### config.mk
export PLATFORM = sky130hd
export DESIGN_NAME = seq_add_sub_unit
export DESIGN_NICKNAME = d
export VERILOG_FILES = /design/src/rtl/seq_add_sub_unit.sv
export SDC_FILE = /design/constraint.sdc
export NUM_CORES = 1
export LEC_CHECK = 0
export CORE_ASPECT_RATIO = 0.6
export CORE_MARGIN = 2
export CORE_UTILIZATION = 40
export DETAILED_ROUTE_END_ITERATION = 10
export PLACE_DENSITY = 0.66
export SLEW_MARGIN = 0
export SYNTH_ARGS = -nofsm -noshare
export SYNTH_HDL_FRONTEND = slang
export SYNTH_SLANG_ARGS = --single-unit
export TNS_END_PERCENT = 5
### constraint.sdc
create_clock -name clk -period 2.51 [get_ports clk]
set_input_delay 0.502 -clock clk [delete_from_list [all_inputs] [get_ports clk]]
set_output_delay 0.502 -clock clk [all_outputs]
set_load 0.05 [all_outputs]
### src/rtl/seq_add_sub_unit.sv
// Multi-cycle adder/subtractor: SLICE bits per clock through a ripple slice
// with a registered carry, valid/ready handshakes, flags and a running accumulator.
module seq_add_sub_unit #(
   parameter int unsigned WIDTH = 8,
   parameter int unsigned SLICE = 4
) (
   input  logic             clk,
   input  logic             rst,
   input  logic             in_valid,
   output logic             in_ready,
   input  logic [WIDTH-1:0] a,
   input  logic [WIDTH-1:0] b,
   input  logic             op,
   input  logic             acc_sel,
   input  logic             acc_clr,
   output logic             out_valid,
   input  logic             out_ready,
   output logic [WIDTH-1:0] result,
   output logic             cout,
   output logic             ovf,
   output logic             zero
);

   localparam int unsigned NSLICE = WIDTH / SLICE;
   localparam int unsigned CW     = (NSLICE > 1) ? $clog2(NSLICE) : 1;
   localparam logic [CW-1:0] LAST = CW'(NSLICE - 1);

   typedef enum logic [1:0] {IDLE, CALC, DONE} state_t;

   state_t           state, state_nxt;
   logic             accept_c, last_c;
   logic [WIDTH-1:0] aop, bop, sum, acc;
   logic [WIDTH-1:0] aop_sel_c, bop_sel_c, sum_full_c;
   logic [SLICE:0]   slice_sum_c;
   logic             carry, sign_a, sign_b;
   logic [CW-1:0]    cnt;

   // State register
   always_ff @(posedge clk) begin
      if (rst) state <= IDLE;
      else     state <= state_nxt;
   end

   // Next-state logic and handshake decode
   always_comb begin
      state_nxt = state;
      accept_c  = 1'b0;
      last_c    = 1'b0;
      case (state)
         IDLE: begin
            if (in_valid && in_ready) begin
               accept_c  = 1'b1;
               state_nxt = CALC;
            end
         end
         CALC: begin
            if (cnt == LAST) begin
               last_c    = 1'b1;
               state_nxt = DONE;
            end
         end
         DONE: begin
            if (out_ready) state_nxt = IDLE;
         end
         default: state_nxt = IDLE;
      endcase
   end

   // Operand selection on accept and one ripple slice of the running sum
   always_comb begin
      aop_sel_c = a;
      if (acc_sel) aop_sel_c = acc_clr ? '0 : acc;
      bop_sel_c = op ? ~b : b;
      slice_sum_c = (SLICE+1)'(aop[cnt*SLICE +: SLICE])
                  + (SLICE+1)'(bop[cnt*SLICE +: SLICE])
                  + (SLICE+1)'(carry);
      sum_full_c = sum;
      sum_full_c[cnt*SLICE +: SLICE] = slice_sum_c[SLICE-1:0];
   end

   // Datapath, accumulator, flags and registered handshake outputs
   always_ff @(posedge clk) begin
      if (rst) begin
         in_ready  <= 1'b1;
         out_valid <= 1'b0;
         aop       <= '0;
         bop       <= '0;
         sum       <= '0;
         acc       <= '0;
         carry     <= 1'b0;
         sign_a    <= 1'b0;
         sign_b    <= 1'b0;
         cnt       <= '0;
         result    <= '0;
         cout      <= 1'b0;
         ovf       <= 1'b0;
         zero      <= 1'b0;
      end else begin
         in_ready  <= (state_nxt == IDLE);
         out_valid <= (state_nxt == DONE);
         if (state == IDLE && acc_clr) acc <= '0;
         if (accept_c) begin
            aop    <= aop_sel_c;
            bop    <= bop_sel_c;
            carry  <= op;
            cnt    <= '0;
            sign_a <= aop_sel_c[WIDTH-1];
            sign_b <= bop_sel_c[WIDTH-1];
         end
         if (state == CALC) begin
            sum   <= sum_full_c;
            carry <= slice_sum_c[SLICE];
            cnt   <= cnt + CW'(1);
            if (last_c) begin
               result <= sum_full_c;
               acc    <= sum_full_c;
               cout   <= slice_sum_c[SLICE];
               ovf    <= (sign_a == sign_b) && (sum_full_c[WIDTH-1] != sign_a);
               zero   <= ~|sum_full_c;
            end
         end
      end
   end

endmodule

==> impl_metrics.json <==
{
  "status": "finished clean",
  "max_freq_ghz": 0.416,
  "drcViolationCount": 0,
  "hold_path.class": "register to register",
  "dpl.hpwl_um": 3540,
  "dp.cells": 326,
  "track_usage_pct": 18.4,
  "clock-sinks": 48,
  "pre_cts_ws_ns": -0.0120,
  "ir_worst_vdd_mv": 0.293,
  "startpoint_type": "register",
  "cts_buffers": 5,
  "cellPowerDensity_nw_per_um2": 675,
  "ys_top_cells_by_area": "dfxtp_1 46%, nor2_1 5.7%, a21oi_1 5.3%",
  "drive_gt1_share_pct": 10.8,
  "fp.dieH_um": 60.1,
  "synth_edf_count": 0,
  "gr-usage-met2_pct": 25.8,
  "gp_congestion": 0.819,
  "die_area_um2": 5850,
  "insertion_delay_ns": 0.30,
  "r2r_cells": 8,
  "critPathMaxFanout": 9,
  "worstMarginPinSlew_ns": 0.640,
  "slew-limit-headroom_pct": 57.2,
  "clock_skew_ns": 0.00391,
  "worst_slack_ns": 0.109,
  "n_antenna_cell": 0,
  "required_ns": 2.76,
  "switching_share_pct": 29.6,
  "viasPerCell": 5.12,
  "ys_seq_area_share_pct": 45.9,
  "netlist_instances": 232,
  "final_area_um2": 2660,
  "p_comb_share_pct": 24.7,
  "postSynthAreaPerCell_um2": 9.03,
  "pwr-share-seq_pct": 48.2,
  "switching_power_uw": 531,
  "wl_um": 4780,
  "grt_pass1_wl_um": 8330,
  "p_int_mw": 1.27,
  "synthArstFlopShare_pct": 0,
  "h-tree-depth": 2,
  "use_met1_pct": 27.4,
  "syn_area_um2": 2100,
  "post-cts-setup-buffers": 0,
  "synth_top_cell_by_area": "dfxtp_1",
  "yosysUniqueCellTypes": 34,
  "hold_violations": 0,
  "yosysWarningCount": 0,
  "drv_slew": 0,
  "final_cells": 334,
  "grt_pass1_vias": 1692,
  "vias": 1709,
  "hp-start": "acc[0]",
  "ys.flop_type": "dfxtp_1",
  "cp-startpoint": "cnt",
  "pwr-share-clk_pct": 27.1,
  "antenna_found_initial": 0,
  "path_class": "register to register",
  "post-route-min-period_ns": 2.40,
  "grt_overflow": 0,
  "max_cap_viol_count": 0,
  "core_area_um2": 5050,
  "fin_util_pct": 52.6,
  "cp.arrival_ns": 2.65,
  "dieWidth_um": 97.4,
  "postCtsHoldBufs": 0,
  "path_clk_slew_ns": 0.09,
  "dpl_cell_area_um2": 2560,
  "grt_max_degree": 36,
  "drtAntennaViolNets": 0,
  "critPathCaptureType": "register",
  "post-route-period-util_pct": 95.7,
  "pin_count": 36,
  "setup_viol": 0,
  "rsz0062_at_grt": "no",
  "holdPathStages": 2,
  "syn_nets": 260,
  "clockBufferDepth": 2,
  "netlist.area_leader.share_pct": 45.9,
  "numPortBuffers": 35,
  "start_util_pct": 41.5,
  "area_delta_synth_final_pct": 26.9,
  "avgRoutedWirePerCell_um": 14.3,
  "synthTopCellsByCount": "48 x dfxtp_1, 32 x nor2_1, 22 x a21oi_1, 22 x nand2_1, 12 x a211oi_1",
  "grt_util_met3_pct": 5.38,
  "nets": 295,
  "power.leakage_nw": 0.945,
  "synth_most_common_cell": "dfxtp_1",
  "drtPass1Iterations": 4,
  "cts-root-buf": "clkbuf_8",
  "rows": 20,
  "tritoncts": "done",
  "drt-initial-drc-count": 64,
  "busiest_layer": "met1",
  "ys_seq_elements": 48,
  "worstReg2RegStart": "cnt"
}
worst paths after layout:
kind                 end  slack, ns
hold reg to reg   acc[0]       0.46
hold / removal    acc[0]       0.46
setup / recovery    zero       0.11
setup reg to reg    zero       0.11
flip-flops by register name (all words and copies together), names as in the netlist:
| register | cells |
|---|---|
| aop | 8 |
| out_valid | 1 |
| result | 8 |
| cout | 1 |
| ovf | 1 |
| in_ready | 1 |
| sum | 7 |
| state | 2 |
| carry | 1 |
| zero | 1 |
| cnt | 1 |
| bop | 8 |
| acc | 8 |
cell type report:
| class | instances | area (µm²) |
|---|---|---|
| Clock buffer | 6 | 82.6 |
| Clock inverter | 2 | 15.0 |
| Fill cell | 495 | 2390 |
| Inverter | 3 | 11.3 |
| Multi-Input combinational cell | 165 | 1080 |
| Sequential cell | 48 | 962 |
| Tap cell | 66 | 82.6 |
| Timing Repair Buffer | 44 | 430 |
layer usage:
| metal | vias to the layer above | part of all wire (%) |
|---|---|---|
| met4 | 0 | 0.88 |
| met3 | 5 | 5.0 |
| met1 | 794 | 55 |
| li1 | 873 | - |
| met5 | - | 0 |
| met2 | 37 | 39 |
metrics by stage:
step / TNS [ns] / total power, mW / hold slack, ns
finish: 0 / 1.80 / 0.459
global route: 0 / 1.91 / 0.476
CTS: 0 / 1.81 / 0.462
detailed placement: -0.0120 / 1.33 / 0.449
global placement: 0 / 1.32 / 0.446
floorplan: 0 / 1.16 / 0.436
logic make-up (layout without fill, tap and decap cells):
| family | Yosys count | after routing | synth area share [%] |
|---|---|---|---|
| flip-flops | 48 | 48 | 45.9 |
| buffers and inverters | 19 | 55 | 3.70 |
| AO/OA/AOI/OAI | 55 | 55 | 17.6 |
| AND/OR/NAND/NOR | 86 | 86 | 20.4 |
| multiplexers | 10 | 10 | 5.01 |
| XOR/XNOR | 9 | 9 | 3.76 |
| adder cells (fa/ha/maj) | 5 | 5 | 3.70 |
what timing repair did:
item                                    CTS  global route
gates resized for setup                   1             1
endpoints found under the setup margin    1             1
endpoints found under the hold margin     0             0
worst max-delay path, cell delays in order, from the launching register on:
cell,delay (ns)
dfxtp_2,0.43
buf_4,0.21
mux2i_2,0.27
inv_1,0.07
ha_1,0.26
and3b_1,0.17
or3_4,0.39
a2111o_1,0.43
a21oi_2,0.11
power by group through the flow:
| stage | Sequential [mW] | Combinational, mW | Clock [mW] |
|---|---|---|---|
| after global routing | 0.875 | 0.494 | 0.537 |
| final | 0.866 | 0.444 | 0.486 |
| after detailed placement | 0.883 | 0.442 | 0 |
| after global placement | 0.884 | 0.435 | 0 |
| after floorplan | 0.891 | 0.273 | 0 |
| after CTS | 0.866 | 0.445 | 0.499 |
layout by cell type (no fill, tap or decap), drive strengths merged, types with 6 or more instances in the layout:
master,netlist,final
a21oi,23,23
nand2,22,22
a211oi,12,12
clkbuf,9,6
nand3b,6,6
buf,7,9
xnor2,9,9
clkdlybuf4s50,0,35
nand2b,7,7
dfxtp,48,48
a311oi,7,7
nor2,32,32
mux2i,6,6
Note: power is estimated with default switching activity, not from simulation.
==> edit: new RTL, same flow settings <==
Make the reset (`rst`) asynchronous in 2 clocked blocks.
--- a/src/rtl/seq_add_sub_unit.sv
+++ b/src/rtl/seq_add_sub_unit.sv
@@ -36,7 +36,7 @@
    logic [CW-1:0]    cnt;
 
    // State register
-   always_ff @(posedge clk) begin
+   always_ff @(posedge clk or posedge rst) begin
       if (rst) state <= IDLE;
       else     state <= state_nxt;
    end
@@ -79,7 +79,7 @@
    end
 
    // Datapath, accumulator, flags and registered handshake outputs
-   always_ff @(posedge clk) begin
+   always_ff @(posedge clk or posedge rst) begin
       if (rst) begin
          in_ready  <= 1'b1;
          out_valid <= 1'b0;
Function: differs if rst is asserted again (counterexample within 4 cycles, from zero or initial values and one cycle with rst high); with rst held inactive, the same outputs for 10 cycles.
==> edit against the original RTL <==
- design area increased by 0.24%
- area after synthesis increased by 1.7%
- global-route usage decreased by 1.5 points
- highest routed layer unchanged
- die area is 1.6% higher
- sequential cell count is 3 lower
- non-clock buffer count fell by 3
- worst setup slack better by 14 ps
- wire length shrank 2.9%
- count of clock-buffer cells in the layout is 1 higher
- largest cell class is now sequential cells
Power is not compared: it rests on default switching activity, and its combinational part moved more than twofold at a synthesized area within 25%.
==> edit: results (changes against the original RTL) <==
run status=complete, no violations; cell type of the slowest stage on the worst timing path=sky130_fd_sc_hd__fa_1; number of nets in the synthesized netlist=238 (-8.5%); library cell used as clock root buffer=sky130_fd_sc_hd__clkbuf_8; number of gates resized after CTS=0 (-1); Worst slew margin=59.60% (+2.4 points); first-iteration detailed-routing DRC count=34 (-47%); Synth area leaders=sky130_fd_sc_hd__dfrtp_1, sky130_fd_sc_hd__nand2_1, sky130_fd_sc_hd__a21oi_1; most instantiated flip-flop cell in the synthesis netlist=sky130_fd_sc_hd__dfrtp_1; synth unique cells=40 (+18%); via count of the first global-routing pass=1,520 (-10%); maximum net fanout on the critical path=3 (-6); Layout Nets=276 (-6.4%); overall routing resource usage=16.85% (-1.5 points); largest stage delay on the critical path=480 ps (+50 ps); fraction of layout cells with a size suffix above 1=11.24% (+0.42 points); proportion of synthesized chip area in sequential cells=52.88% (+7.0 points); routed via count=1,568 (-8.3%); area after detailed placement=2585 µm² (+1.1%); first-pass GRT wire length=7659 µm (-8.0%); arrival time reported for the critical path endpoint=2620 ps (-30 ps); drt total wl=4644 µm (-2.9%); share of flip-flops with an asynchronous set or reset after synthesis=100.0% (+100 points); list of most frequent post-synthesis cells=sky130_fd_sc_hd__dfrtp_1, sky130_fd_sc_hd__nand2_1, sky130_fd_sc_hd__a21oi_1, sky130_fd_sc_hd__nor2_1, sky130_fd_sc_hd__xnor2_1; pin count of the biggest net entering global routing=29 (-19%); Worst path top cell family by delay=adder cells
edit: report_power, final:
group	total (mW)	internal (mW)	leakage [nW]	switching, mW
clock	0.432	0.196	0.0422	0.237
combinational	2.16	0.892	0.588	1.26
sequential	1.31	1.07	0.548	0.239
edit: tightest hold or removal path, delay by kind of cell, from the launching register on:
family | cells | cell delay [ps]
and+or+nand+nor | 2 | 100
DFF | 1 | 350
edit: cell families (layout without fill, tap and decap cells):
kind of cell / count (synthesis) / count (layout) / share of synthesized area, %
simple gates: 87 / 87 / 18.78
flops: 45 / 45 / 52.88
compound gates: 40 / 40 / 11.68
buf+inv: 12 / 51 / 2.817
mux: 11 / 11 / 5.751
xor+xnor: 10 / 10 / 4.461
fa+ha+maj: 5 / 5 / 3.639
edit: layout make-up:
type	count	area (µm²)	share of cell area, %
sequential	45	1127	42.28
timing repair buffer	41	420.4	15.77
clock inverter	1	5.005	0.1877
tap	66	82.58	3.097
inverter	2	7.507	0.2816
multi-input combinational	153	947.2	35.52
clock buffer	7	76.32	2.863
edit: metrics by stage:
stage          worst slack (ps)  hold WS [ps]  cells
2_1_floorplan             19.92         446.2    210
3_3_place_gp              181.3         461.2    307
3_5_place_dp              144.2         465.3    307
4_1_cts                   118.1         489.1    315
5_1_grt                   18.87         510.0    315
6_report                  122.8         483.1    315
edit: layer usage:
metal | vias up | wire [µm] | GRT usage, %
met1 | 760 | 2496 | 24.81
li1 | 773 | - | -
met3 | 8 | 170 | 4.493
met5 | - | 0 | 0
met2 | 27 | 1916 | 24.76
met4 | 0 | 61 | 5.284
edit: final timing paths:
path / from / cells past startpoint / endpoint
max in group asynchronous: rst / 3 / in_ready
max reg2reg: cnt / 6 / zero
max: cnt / 6 / zero
min reg2reg: result[2] / 2 / result[2]
min: result[2] / 2 / result[2]
min in group asynchronous: rst / 2 / sum[1]
